[src/rtl/systolic_pkg.sv]
// Shared types and constants for the systolic array operand feeder.
package systolic_pkg;

  typedef enum logic [2:0] {
    IDLE   = 3'd0,
    CLR    = 3'd1,
    STREAM = 3'd2,
    DRAIN  = 3'd3,
    DONE   = 3'd4
  } state_t;

  localparam int DEF_N = 2;
  localparam int DEF_K = 4;
  localparam int DEF_W = 4;
  localparam int ACC_W = 10;

  // Beat counter width: must hold K+N-2 (last stream beat) and N-2 (last drain beat).
  function automatic int beat_cnt_w(input int n, input int k);
    int max_v;
    max_v = k + n - 2;
    return (max_v < 2) ? 1 : $clog2(max_v + 1);
  endfunction

endpackage

[src/rtl/systolic_feeder_operand_bank.sv]
// Operand register file: N*K entries of W bits, one write port, N combinational read ports.
// Contents are deliberately not reset so matrices persist across runs and resets.
module operand_bank #(
  parameter int N  = 2,
  parameter int K  = 4,
  parameter int W  = 4,
  parameter int AW = 3
) (
  input  logic            clk,
  input  logic            wr_en_i,
  input  logic [AW-1:0]   wr_addr_i,
  input  logic [W-1:0]    wr_data_i,
  input  logic [N*AW-1:0] rd_addr_i,
  output logic [N*W-1:0]  rd_data_o
);

  localparam int DEPTH = N * K;

  logic [W-1:0] mem_q [DEPTH];

  // Write port; addresses past the last entry are dropped.
  always_ff @(posedge clk) begin
    if (wr_en_i && (int'(wr_addr_i) < DEPTH)) begin
      mem_q[wr_addr_i] <= wr_data_i;
    end
  end

  // Parallel read ports; an out-of-range address reads as zero.
  always_comb begin
    rd_data_o = '0;
    for (int i = 0; i < N; i++) begin
      if (int'(rd_addr_i[i*AW +: AW]) < DEPTH) begin
        rd_data_o[i*W +: W] = mem_q[rd_addr_i[i*AW +: AW]];
      end
    end
  end

endmodule

[src/rtl/systolic_feeder.sv]
// Operand feeder for an NxN systolic MAC array: buffers A (NxK) and B (KxN),
// clears the array, streams skewed rows/columns, then pulses done.
module systolic_feeder
  import systolic_pkg::*;
#(
  parameter int N = DEF_N,
  parameter int K = DEF_K,
  parameter int W = DEF_W,
  localparam int AW = (N * K > 1) ? $clog2(N * K) : 1
) (
  input  logic           clk,
  input  logic           res,
  input  logic           wr_en,
  input  logic           wr_sel,
  input  logic [AW-1:0]  wr_addr,
  input  logic [W-1:0]   wr_data,
  input  logic           start,
  output logic           busy,
  output logic           done,
  output logic           mac_clr,
  output logic [N*W-1:0] a_out,
  output logic [N*W-1:0] b_out,
  output state_t         dbg_state
);

  localparam int TW         = beat_cnt_w(N, K);
  localparam int LAST_BEAT  = K + N - 2;
  localparam int LAST_DRAIN = N - 2;

  state_t         state_q, state_d;
  logic [TW-1:0]  t_q, t_d;
  logic [N*W-1:0] a_out_q, a_out_d, b_out_q, b_out_d;
  logic           busy_q, busy_d, done_q, done_d, mac_clr_q, mac_clr_d;

  logic           wr_ok;
  logic [N-1:0]   lane_ok;
  logic [N*AW-1:0] a_rd_addr, b_rd_addr;
  logic [N*W-1:0] a_rd_data, b_rd_data;

  // Writes land only while idle; sel picks the bank.
  assign wr_ok = wr_en && (state_q == IDLE);

  operand_bank #(.N(N), .K(K), .W(W), .AW(AW)) u_bank_a (
    .clk       (clk),
    .wr_en_i   (wr_ok && !wr_sel),
    .wr_addr_i (wr_addr),
    .wr_data_i (wr_data),
    .rd_addr_i (a_rd_addr),
    .rd_data_o (a_rd_data)
  );

  operand_bank #(.N(N), .K(K), .W(W), .AW(AW)) u_bank_b (
    .clk       (clk),
    .wr_en_i   (wr_ok && wr_sel),
    .wr_addr_i (wr_addr),
    .wr_data_i (wr_data),
    .rd_addr_i (b_rd_addr),
    .rd_data_o (b_rd_data)
  );

  // Next state and beat counter; the counter is reused for the drain beats.
  always_comb begin
    state_d = state_q;
    t_d     = '0;
    unique case (state_q)
      IDLE:    if (start) state_d = CLR;
      CLR:     state_d = STREAM;
      STREAM: begin
        if (int'(t_q) >= LAST_BEAT) state_d = (N > 1) ? DRAIN : DONE;
        else                        t_d     = t_q + TW'(1);
      end
      DRAIN: begin
        if (int'(t_q) >= LAST_DRAIN) state_d = DONE;
        else                         t_d     = t_q + TW'(1);
      end
      DONE:    state_d = IDLE;
      default: state_d = IDLE;
    endcase
  end

  // Skewed read addresses for the beat about to be shown: lane i carries inner index t-i.
  always_comb begin
    lane_ok   = '0;
    a_rd_addr = '0;
    b_rd_addr = '0;
    for (int i = 0; i < N; i++) begin
      if ((int'(t_d) >= i) && ((int'(t_d) - i) < K)) begin
        lane_ok[i]            = 1'b1;
        a_rd_addr[i*AW +: AW] = AW'(i * K + int'(t_d) - i);
        b_rd_addr[i*AW +: AW] = AW'((int'(t_d) - i) * N + i);
      end
    end
  end

  // Output values for the coming cycle, decoded from the next state so outputs are registered.
  always_comb begin
    busy_d    = (state_d == CLR) || (state_d == STREAM) || (state_d == DRAIN);
    done_d    = (state_d == DONE);
    mac_clr_d = (state_d == CLR);
    a_out_d   = '0;
    b_out_d   = '0;
    for (int i = 0; i < N; i++) begin
      if ((state_d == STREAM) && lane_ok[i]) begin
        a_out_d[i*W +: W] = a_rd_data[i*W +: W];
        b_out_d[i*W +: W] = b_rd_data[i*W +: W];
      end
    end
  end

  // State and output registers; reset aborts any run without a done or clear pulse.
  always_ff @(posedge clk) begin
    if (!res) begin
      state_q   <= IDLE;
      t_q       <= '0;
      a_out_q   <= '0;
      b_out_q   <= '0;
      busy_q    <= 1'b0;
      done_q    <= 1'b0;
      mac_clr_q <= 1'b0;
    end else begin
      state_q   <= state_d;
      t_q       <= t_d;
      a_out_q   <= a_out_d;
      b_out_q   <= b_out_d;
      busy_q    <= busy_d;
      done_q    <= done_d;
      mac_clr_q <= mac_clr_d;
    end
  end

  assign busy      = busy_q;
  assign done      = done_q;
  assign mac_clr   = mac_clr_q;
  assign a_out     = a_out_q;
  assign b_out     = b_out_q;
  assign dbg_state = state_q;

endmodule
[config.mk]
export PLATFORM = sky130hd
export DESIGN_NAME = systolic_feeder
export DESIGN_NICKNAME = d
export VERILOG_FILES = /design/src/rtl/systolic_pkg.sv /design/src/rtl/systolic_feeder_operand_bank.sv /design/src/rtl/systolic_feeder.sv
export SDC_FILE = /design/constraint.sdc
export NUM_CORES = 1
export LEC_CHECK = 0
export CORE_MARGIN = 8
export CORE_UTILIZATION = 53
export CTS_BUF_LIST = sky130_fd_sc_hd__clkbuf_8
export DETAILED_ROUTE_END_ITERATION = 8
export GPL_ROUTABILITY_DRIVEN = 0
export GPL_TIMING_DRIVEN = 0
export PLACE_DENSITY = 0.84
export SYNTH_ARGS = -nofsm -noshare
export SYNTH_HDL_FRONTEND = slang
export SYNTH_SLANG_ARGS = --single-unit
[constraint.sdc]
create_clock -name clk -period 3.35 [get_ports clk]
set_input_delay 0.335 -clock clk [delete_from_list [all_inputs] [get_ports clk]]
set_output_delay 0.335 -clock clk [all_outputs]
set_load 0.01 [all_outputs]
==> impl_metrics.py <==
metrics = {
    "synthesis": {
        "yosysWarnings": 0,
        "ys.flop_type": "edfxtp_1",
        "netlist_area_um2": 3590,
        "synth-edff-count": 64,
        "ys_ff_latch": 89,
        "ys_top_cells_by_count": "edfxtp_1 (64), dfxtp_1 (25), nor2_1 (18)",
        "synth.largest_area_cell": "edfxtp_1",
        "syn-num-nets": 258,
        "ys_types": 42,
        "synthTopCellsByArea": "edfxtp_1 (54%), dfxtp_1 (14%), mux4_1 (4.4%)",
        "synthDominantCellAreaShare_pct": 53.5,
        "async_flop_share_pct": 0,
        "synth_seq_area_share_pct": 67.5,
        "syn-mean-instance-area_um2": 14.9,
        "yosys.cell_count.top_type": "edfxtp_1",
        "syn_inst": 241,
    },
    "timing": {
        "setup_violations": 0,
        "finClkSkew_ps": 9.38,
        "finalCriticalPeriod_ps": 3210,
        "hold_slack_ps": 576,
        "finalMaxSlewViolations": 0,
        "finalHoldViolations": 0,
        "worst_pin_slew_ps": 772,
        "maxSlewHeadroom_pct": 48.1,
        "fmax_mhz": 311,
        "rsz0062_at_grt": "no",
        "tns_ps": 0,
        "fin_crit_sh_pct": 96.0,
    },
    "cts": {
        "ctsHoldBuffers": 0,
        "h-tree-depth": 3,
        "numCtsBuffers": 9,
        "cts.clk_slew.worst_paths_ps": 90,
        "cts_root_buf": "clkbuf_8",
        "clk_latency_ps": 360,
        "clk_path_buf_depth": 2,
        "cts_tree": "built",
        "clock-sinks": 89,
    },
    "pwr": {
        "pwr-share-clk_pct": 38.1,
        "seqPwrFrac_pct": 52.5,
        "p_switching_uw": 503,
        "max-vdd-ir-drop_mv": 0.463,
        "p_int_uw": 1790,
        "power.density_nw_per_um2": 529,
        "combPwrFrac_pct": 9.3,
        "swShare_pct": 21.9,
        "leakage_uw": 0.00146,
    },
    "routing": {
        "drc": 0,
        "drtIter0Drc": 216,
        "wl_per_cell_um": 19.2,
        "wirelength_um": 7190,
        "ant_nets": 0,
        "first_pass_iters": 4,
        "num_vias": 2235,
        "routed_via_density": 5.98,
    },
    "setup_path": {
        "required_ps": 3580,
        "crit_slowest_cell": "or4b_4",
        "max_stage_delay_ps": 480,
        "crit_fanout": 10,
        "endpoint_kind": "flip-flop",
        "critPathLaunchType": "flip-flop",
        "crit_path_frequent_cell": "o211ai_1",
        "crit_type": "reg -> reg",
        "worstPathCellList": "buf_4 > or4b_4 > buf_6 > nor2_4 > inv_1 > ha_1 > ha_4 > a21boi_2 > o311ai_4 > mux2_4 > o211ai_1 > o211ai_1",
        "arrival_ps": 3440,
    },
    "layout": {
        "drive_gt1_share_pct": 12.9,
        "final_cells": 374,
        "fillers": 479,
        "antenna_cells": 0,
        "final_nets": 306,
        "syn2layout_area_growth_pct": 20.9,
    },
    "global_routing": {
        "grt_max_degree": 17,
        "grt_first_pass_wirelength_um": 11300,
        "antenna_found_initial": 0,
        "grt.total_usage_pct": 15.3,
        "grt_overflow_total": 0,
        "grt_pass1_vias": 2275,
    },
    "floorplan": {
        "die_h_um": 98.3,
        "num_rows": 30,
        "die_x_um": 98.3,
        "core_area_um2": 6680,
        "io_pins": 34,
        "initial_core_util_pct": 53.7,
        "dieArea_um2": 9660,
    },
    "placement": {
        "dpl.hpwl_um": 4890,
        "io_buffers": 33,
        "dp_cells": 354,
    },
    "min_path": {
        "hp-class": "reg -> reg",
    },
    "run": {
        "maxCapViolCount": 0,
    },
    "status": {
        "status": "complete, no violations",
    },
}
-- power by group through the flow --
stage,logic [uW],registers [uW],clock network [uW]
after floorplan,112,1230,0
after global placement,189,1230,0
after detailed placement,195,1230,0
after CTS,204,1210,890
after global routing,231,1210,925
final,214,1210,875
-- per-stage QoR --
step | cell area, um^2 | utilization [%] | power, uW | setup slack (ps)
floorplan | 3590 | - | 1350 | 8.00
global placement | 4020 | 60.2 | 1420 | -294
detailed placement | 4020 | 60.2 | 1430 | -367
CTS | 4300 | 64.3 | 2300 | 12.6
global route | 4340 | 65.0 | 2360 | 10.1
finish | 4340 | 65.0 | 2300 | 135
-- placed cells by master (no fill, tap or decap), drive strengths merged, types with 4 or more instances in the layout --
| master | instances |
|---|---|
| edfxtp | 64 |
| nor2b | 7 |
| nor2 | 20 |
| buf | 7 |
| mux2i | 4 |
| ha | 5 |
| nand2 | 9 |
| a221oi | 9 |
| clkbuf | 10 |
| o211ai | 8 |
| or3 | 6 |
| nor3 | 16 |
| inv | 7 |
| o2111ai | 4 |
| mux4 | 8 |
| and3 | 5 |
| and2 | 8 |
| nand2b | 5 |
| clkdlybuf4s50 | 33 |
| dfxtp | 25 |
-- critical path, delay by kind of cell, from the launching register on --
kind / cells / cell delay [ps]
adders and majority gates: 2 / 470
AOI/OAI and AO/OA: 4 / 950
DFF: 1 / 340
buffers and inverters: 3 / 380
muxes: 1 / 340
and+or+nand+nor: 2 / 600
-- area by class of cell --
| cell class | count | area (um^2) | area share, % |
|---|---|---|---|
| Clock inverter | 7 | 120 | 2.77 |
| Timing Repair Buffer | 37 | 360 | 8.30 |
| Inverter | 5 | 18.8 | 0.432 |
| Sequential cell | 89 | 2420 | 55.8 |
| Tap cell | 80 | 100 | 2.31 |
| Multi-Input combinational cell | 143 | 1170 | 26.9 |
| Clock buffer | 9 | 124 | 2.85 |
| Buffer | 4 | 27.5 | 0.634 |
-- kinds of logic after synthesis --
kind of cell / Yosys count / synth area share (%)
flip-flops: 89 / 67.5
AND/OR/NAND/NOR: 88 / 13.9
AO/OA/AOI/OAI: 35 / 8.05
multiplexers: 15 / 7.70
buffers and inverters: 9 / 1.18
adder cells (fa/ha/maj): 5 / 1.74
-- path summary, 6_finish.rpt --
path,depth (start not counted),from,slack [ps],end
hold reg to reg,1,dbg_state[0],580,dbg_state[2]
setup reg to reg,12,dbg_state[1],140,a_out[4]
hold / removal,1,dbg_state[0],580,dbg_state[2]
setup / recovery,12,dbg_state[1],140,a_out[4]
-- timing repair --
item | in CTS | in global routing
setup endpoints to repair | 8 | 8
pin swaps | 2 | 1
buffers inserted | 3 | 1
gates resized for setup | 4 | 10
-- state kept, by name, indices dropped and copies added (netlist names) --
signal	count
u_bank_a.mem_q	32
b_out	8
u_bank_b.mem_q	32
mac_clr	1
a_out	8
dbg_state	3
busy	1
done	1
t_q	3
-- metal layers --
layer | wire, um | share of wire (%) | track usage [%] | up-vias
li1 | - | - | - | 1047
met1 | 2910 | 40 | 17.3 | 1080
met2 | 3710 | 52 | 26.1 | 94
met5 | 0 | 0 | 0 | -
met4 | 167 | 2.3 | 9.21 | 0
met3 | 401 | 5.6 | 3.06 | 14
(Power assumes the default switching activity.)
